[src/rtl/dds_fir_pkg.sv]
// dds_fir_pkg: shared widths, quarter-wave sine table and FIR coefficients.
package dds_fir_pkg;
   localparam int SAMPLE_W = 16;
   localparam int COEF_W   = 16;
   localparam int ACC_W    = 36;
   localparam int OUT_W    = 32;
   localparam int NTAPS    = 16;
   localparam int LAT      = 6;
   // products are summed in groups of four inside the multiply stage
   localparam int NGRP     = (NTAPS + 3) / 4;
   localparam int AMP      = 32767;

   typedef logic [0:255][SAMPLE_W-1:0] sine_tab_t;

   // registered LUT output: magnitude plus pending negation for quadrants 2/3
   typedef struct packed {
      logic                neg;
      logic [SAMPLE_W-1:0] mag;
   } lut_t;

   // round(AMP*sin(2*pi*i/1024)) evaluated at elaboration with a Taylor series
   function automatic logic [SAMPLE_W-1:0] sine_q(input int i);
      real x, term, s;
      x    = 3.14159265358979323846 * real'(i) / 512.0;
      term = x;
      s    = x;
      for (int n = 1; n < 12; n++) begin
         term = -term * x * x / real'((2 * n) * (2 * n + 1));
         s    = s + term;
      end
      return SAMPLE_W'($rtoi(real'(AMP) * s + 0.5));
   endfunction

   function automatic sine_tab_t gen_sine();
      sine_tab_t t;
      for (int i = 0; i < 256; i++) t[i] = sine_q(i);
      return t;
   endfunction

   localparam sine_tab_t SINE_Q = gen_sine();

   // symmetric Q15 low-pass, unity DC gain
   localparam logic signed [COEF_W-1:0] FIR_COEF [0:NTAPS-1] = '{
      16'sd128,  16'sd384,  16'sd896,  16'sd1536, 16'sd2304, 16'sd3072, 16'sd3840, 16'sd4224,
      16'sd4224, 16'sd3840, 16'sd3072, 16'sd2304, 16'sd1536, 16'sd896,  16'sd384,  16'sd128
   };

   function automatic int sum_coef();
      int s;
      s = 0;
      for (int i = 0; i < NTAPS; i++) s += int'(FIR_COEF[i]);
      return s;
   endfunction

   localparam int SUM_COEF = sum_coef();
endpackage

[src/rtl/dds_fir_gen_sine.sv]
// dds_sine: phase accumulator, quarter-wave sine lookup and quadrant fold.
// Sample k leaves on 'sample' after edge k+3 (phase reg, LUT read, fold).
module dds_sine import dds_fir_pkg::*; #(
   parameter logic [31:0] PINC      = 32'h0100_0000,
   parameter logic [31:0] PHASE_OFF = 32'h0000_0000
) (
   input  logic                       clk,
   input  logic                       rst_n,
   output logic signed [SAMPLE_W-1:0] sample
);
   logic [31:0]         acc_q, acc_d;
   logic [9:0]          phase_q, phase_d;
   lut_t                lut_q, lut_d;
   logic [SAMPLE_W-1:0] samp_q, samp_d;
   logic [8:0]          qidx;

   // next state of each sine pipeline stage
   always_comb begin
      acc_d     = acc_q + PINC;
      phase_d   = acc_q[31:22];
      // odd quadrants walk the quarter table backwards; index 256 is the peak
      qidx      = phase_q[8] ? 9'd256 - {1'b0, phase_q[7:0]} : {1'b0, phase_q[7:0]};
      lut_d.neg = phase_q[9];
      lut_d.mag = qidx[8] ? SAMPLE_W'(AMP) : SINE_Q[qidx[7:0]];
      samp_d    = lut_q.neg ? -lut_q.mag : lut_q.mag;
   end

   // pipeline registers; phase register starts at 0 so pre-start samples are 0
   always_ff @(posedge clk or negedge rst_n) begin
      if (!rst_n) begin
         acc_q   <= PHASE_OFF;
         phase_q <= '0;
         lut_q   <= '0;
         samp_q  <= '0;
      end else begin
         acc_q   <= acc_d;
         phase_q <= phase_d;
         lut_q   <= lut_d;
         samp_q  <= samp_d;
      end
   end

   assign sample = samp_q;
endmodule

[src/rtl/dds_fir_gen.sv]
// dds_fir_gen: free-running DDS sine source into a fixed low-pass FIR,
// streamed out one sample per clock with a valid flag once the taps are full.
module dds_fir_gen import dds_fir_pkg::*; #(
   parameter logic [31:0] PINC      = 32'h0100_0000,
   parameter logic [31:0] PHASE_OFF = 32'h0000_0000
) (
   input  logic             aclk_0,
   input  logic             aresetn_0,
   output logic [OUT_W-1:0] m_axis_data_tdata_0,
   output logic             M_AXIS_DATA_0_tvalid
);
   // first output built from a completely filled delay line
   localparam int FILL  = NTAPS - 1 + LAT;
   localparam int CNT_W = $clog2(FILL + 1);

   logic signed [SAMPLE_W-1:0]        samp;
   logic signed [SAMPLE_W-1:0]        dl_q [NTAPS];
   logic signed [SAMPLE_W-1:0]        dl_d [NTAPS];
   logic signed [COEF_W+SAMPLE_W-1:0] prod [NTAPS];
   logic signed [ACC_W-1:0]           grp_q [NGRP];
   logic signed [ACC_W-1:0]           grp_d [NGRP];
   logic signed [ACC_W-1:0]           y_q, y_d;
   logic [CNT_W-1:0]                  cnt_q, cnt_d;
   logic                              vld_q, vld_d;
   logic                              unused_hi;

   dds_sine #(.PINC(PINC), .PHASE_OFF(PHASE_OFF)) u_sine (
      .clk    (aclk_0),
      .rst_n  (aresetn_0),
      .sample (samp)
   );

   // delay line shift: newest sample in tap 0
   always_comb begin
      dl_d[0] = samp;
      for (int i = 1; i < NTAPS; i++) dl_d[i] = dl_q[i-1];
   end

   // full-precision tap products
   always_comb begin
      for (int i = 0; i < NTAPS; i++) prod[i] = FIR_COEF[i] * dl_q[i];
   end

   // first two adder-tree levels, registered with the multiply stage
   always_comb begin
      for (int g = 0; g < NGRP; g++) begin
         grp_d[g] = '0;
         for (int j = 0; j < 4; j++)
            if (4 * g + j < NTAPS) grp_d[g] = grp_d[g] + ACC_W'(prod[4 * g + j]);
      end
   end

   // remaining adder-tree levels
   always_comb begin
      y_d = '0;
      for (int g = 0; g < NGRP; g++) y_d = y_d + grp_q[g];
   end

   // fill counter saturates; valid latches once the full-line sample arrives
   always_comb begin
      cnt_d = (cnt_q == CNT_W'(FILL)) ? cnt_q : cnt_q + 1'b1;
      vld_d = vld_q | (cnt_q == CNT_W'(FILL - 1));
   end

   // FIR state and output registers
   always_ff @(posedge aclk_0 or negedge aresetn_0) begin
      if (!aresetn_0) begin
         dl_q  <= '{default: '0};
         grp_q <= '{default: '0};
         y_q   <= '0;
         cnt_q <= '0;
         vld_q <= 1'b0;
      end else begin
         dl_q  <= dl_d;
         grp_q <= grp_d;
         y_q   <= y_d;
         cnt_q <= cnt_d;
         vld_q <= vld_d;
      end
   end

   // coefficient budget keeps the sum inside OUT_W, so the top bits are dropped
   assign unused_hi            = ^y_q[ACC_W-1:OUT_W];
   assign m_axis_data_tdata_0  = y_q[OUT_W-1:0];
   assign M_AXIS_DATA_0_tvalid = vld_q;
endmodule

[config.mk]
export PLATFORM = sky130hd
export DESIGN_NAME = dds_fir_gen
export DESIGN_NICKNAME = d
export VERILOG_FILES = /design/src/rtl/dds_fir_pkg.sv /design/src/rtl/dds_fir_gen_sine.sv /design/src/rtl/dds_fir_gen.sv
export SDC_FILE = /design/constraint.sdc
export NUM_CORES = 2
export LEC_CHECK = 0
export ABC_AREA = 0
export ABC_CLOCK_PERIOD_IN_PS = 9300
export CAP_MARGIN = 20
export CELL_PAD_IN_SITES_DETAIL_PLACEMENT = 0
export CELL_PAD_IN_SITES_GLOBAL_PLACEMENT = 1
export CORE_MARGIN = 2
export CORE_UTILIZATION = 55
export CTS_CLUSTER_DIAMETER = 60
export DETAILED_ROUTE_END_ITERATION = 7
export PLACE_DENSITY_LB_ADDON = 0.1
export SYNTH_ARGS = -nofsm -noshare
export SYNTH_HDL_FRONTEND = slang
export SYNTH_SLANG_ARGS = --single-unit
[constraint.sdc]
create_clock -name aclk_0 -period 9.3 [get_ports aclk_0]
set_clock_uncertainty 0.1 [all_clocks]
set_input_delay 2.325 -clock aclk_0 [delete_from_list [all_inputs] [get_ports aclk_0]]
set_output_delay 2.325 -clock aclk_0 [all_outputs]
set_load 0.005 [all_outputs]
==> run_results.csv <==
group,metric,value,unit
placement,dpl.cell_count,4644,
grt,grt_pass1_wl,150000,um
sta,slew_headroom,29.8,%
sta,fin_crit,6830,ps
yosys,synth_mux_area_share,0.272,%
worst_setup_path,reg2reg_slack,2470,ps
yosys,ys_async_sr_fraction,100,%
yosys,syn_inst,3765,
clock_network,clock_path_buffers,3,
worst_setup_path,r2r_start,"dl_d[130]",
worst_setup_path,cp_slowest_cell,"fa_1",
worst_setup_path,regToRegEndpoint,"grp_q[100]",
worst_setup_path,reg2reg_depth,25,
grt,met2_usage,44.9,%
floorplan,die_area,70800,um2
yosys,synth_cell_types,87,
clock_network,clock_latency,620,ps
routing,wire_per_inst,19.0,um
outcome,outcome,"completed",
grt,use_met3,3.12,%
clock_network,cts_sinks,429,
clock_network,post_cts_buffers,0,
worst_setup_path,cp-endpoint,"grp_q[100]",
placement,place_congestion,0.912,
clock_network,clk_pin_slew,60,ps
cells_and_area,fillers,5757,
sta,fmax,0.146,GHz
placement,portBuffers,27,
job,drv_cap,0,
worst_setup_path,crit_start,"dl_d[130]",
routing,antenna_left,0,
yosys,synth_simple_gate_area_share,8.30,%
sta,maxSlewViolCount,0,
sta,hold_viol_final,0,
clock_network,cts_resized,0,
worst_setup_path,path_class,"flop to flop",
yosys,synth_top_family_by_area,"adder cells",
cells_and_area,fin_nets,4679,
yosys,yosys.area_share.adder,34.5,%
worst_setup_path,path_max_fanout,5,
cells_and_area,drive_gt1_share,3.83,%
grt,track_usage,26.8,%
cells_and_area,final_cells,4747,
worst_setup_path,path_buf_inv,4,
floorplan,rows,96,
routing,vias,26689,
floorplan,dieWidth,266,um
worst_setup_path,worstPathArrival,7260,ps
routing,drtIter0Drc,1679,
worst_setup_path,startpoint_type,"flop",
worst_setup_path,path_depth,25,
cells_and_area,area_delta_synth_final,8.58,%
sta,fin_setup_tns,0,ps
power_and_ir_drop,ir_worst_vdd,0.131,mV
grt,antenna_found_initial,6,
routing,totalWireLength,90100,um
sta,rsz0062_at_grt,"false",
floorplan,die_h,266,um
yosys,synth_edf_count,0,
floorplan,floorplan.initialDensity,55.3,%
grt,grt_max_degree,113,
clock_network,cts-root-buf,"clkbuf_16",
yosys,seq_area_frac_synth,28.4,%
yosys,synth-compound-area-share,14.0,%
grt,grt_pass1_vias,28256,
sta,finalSetupViolations,0,
yosys,syn_area,37800,um2
yosys,yosysWarnings,0,
yosys,ys_ff_latch,429,
clock_network,cts_max_level,2,
grt,busiest_layer,"met2",
cells_and_area,antenna_cells,0,
grt,grt-ovfl-total,0,
worst_setup_path,critPathCaptureType,"flop",
worst_setup_path,required,9730,ps
yosys,ys.flop_type,"dfrtp_1",
clock_network,holdBufCountCts,0,
yosys,synth_area_per_cell,10.0,um2
clock_network,cts_buffers,55,
routing,first_pass_iters,6,
sta,post-route-period-util,73.4,%
grt,grtUsageMet1,36.5,%
clock_network,cts_tree,"built",
power_and_ir_drop,p_per_area,101,nW/um2
yosys,synth-xor-area-share,7.97,%
placement,dp_hpwl,72300,um
floorplan,core-area,68300,um2
routing,avgViaCountPerCell,5.62,
routing,post-route-drc-count,0,
worst_setup_path,max_stage_delay,540,ps
worst_setup_path,path_delay_family,"adder cells",
power_and_ir_drop,p_leak,20.1,nW
hold_path,hp-class,"flop to flop",
floorplan,ioPinCount,35,
sta,max_slew.worst_pin.slew,1050,ps
routing by layer:
| layer | up-vias | share of wire (%) | wire length, um |
|---|---|---|---|
| li1 | 12828 | - | - |
| met1 | 13208 | 45 | 40400 |
| met2 | 521 | 48 | 43400 |
| met3 | 132 | 3.9 | 3540 |
| met5 | - | 0 | 0 |
| met4 | 0 | 3.0 | 2720 |
cell type report:
cell class / count / area (um2) / share of cell area (%)
Clock buffer: 71 / 1530 / 3.72
Clock inverter: 32 / 389 / 0.949
Inverter: 597 / 2240 / 5.46
Multi-Input combinational cell: 2698 / 24600 / 60.1
Sequential cell: 429 / 10700 / 26.2
Tap cell: 882 / 1100 / 2.69
Timing Repair Buffer: 38 / 370 / 0.903
how the worst min path moves through the flow:
stage,slack (ps),startpoint,to,cells after the start
6_report,240,u_sine.sample[6],dl_d[230],0
2_1_floorplan,230,u_sine.sample[0],dl_d[224],0
4_1_cts,240,u_sine.sample[6],dl_d[230],0
3_3_place_gp,230,u_sine.sample[1],dl_d[225],0
3_5_place_dp,230,u_sine.sample[0],dl_d[224],0
5_1_grt,250,u_sine.sample[0],dl_d[224],0
synth_stat cells, types with 46 or more instances:
master | number | area share [%]
ha_1 | 553 | 18
nor3_1 | 46 | 0.61
o21a_1 | 50 | 0.99
inv_1 | 596 | 5.9
fa_1 | 305 | 16
xnor2_1 | 243 | 5.6
o21ai_0 | 195 | 2.6
nand2_1 | 152 | 1.5
xor2_1 | 99 | 2.3
nand2b_1 | 49 | 0.81
nor2b_1 | 51 | 0.84
dfrtp_1 | 429 | 28
a21o_1 | 79 | 1.6
a21oi_1 | 255 | 3.4
nor2_1 | 166 | 1.6
nand3_1 | 64 | 0.85
state kept, by name, summed over array words and instances, names as in the netlist, 8 cells and up:
signal,count
dl_d,238
u_sine.sample,16
u_sine.acc_q,8
y_q,25
grp_q,96
u_sine.lut_q,16
u_sine.phase_q,8
dl_q,16
per-stage QoR:
stage	worst slack [ps]	cell area (um2)	hold slack, ps	power [mW]	util [%]
detailed placement	2510	39100	235	1.94	57.2
global placement	2520	39100	234	1.94	57.2
finish	2470	41000	241	4.13	60.0
floorplan	2990	37800	231	1.90	-
global route	2120	41000	249	4.27	60.0
CTS	2480	41000	242	4.19	60.0
report_power, final:
part / internal [mW] / total, mW / switching [mW]
clock: 1.34 / 2.22 / 0.883
sequential: 1.87 / 1.87 / 0
combinational: 0.00223 / 0.0393 / 0.0371
total: 3.21 / 4.13 / 0.920
kinds of logic (layout without fill, tap and decap cells):
family          count (synthesis)  count (layout)
fa+ha+maj                     859             859
compound gates                838             838
buf+inv                       644             738
simple gates                  641             641
flops                         429             429
xor+xnor                      343             343
mux                            10              10
other cells                     1               7
cells in the final DEF (no fill, tap or decap), types with 26 or more instances in the layout:
cell type | Yosys | layout
nand4_1 | 26 | 26
nor3_1 | 46 | 46
nor2_1 | 166 | 166
nor2b_1 | 51 | 51
clkbuf_16 | 0 | 56
a31oi_1 | 30 | 30
ha_1 | 553 | 553
fa_1 | 305 | 305
xor2_1 | 99 | 96
a21o_1 | 79 | 79
o21a_1 | 50 | 50
dfrtp_1 | 429 | 429
o21ai_0 | 195 | 195
nand3_1 | 64 | 64
xnor2_1 | 243 | 242
inv_1 | 596 | 596
nand2_1 | 152 | 152
nand2b_1 | 49 | 49
clkdlybuf4s50_1 | 0 | 26
a21oi_1 | 255 | 255
o21bai_1 | 30 | 30
worst register-to-register path, delay by kind of cell, from the launching register on:
kind	cells	cell delay (ps)
flops	1	430
simple gates	2	380
xor+xnor	3	460
fa+ha+maj	7	2840
compound gates	9	2370
buf+inv	4	190
(Power assumes the default switching activity.)
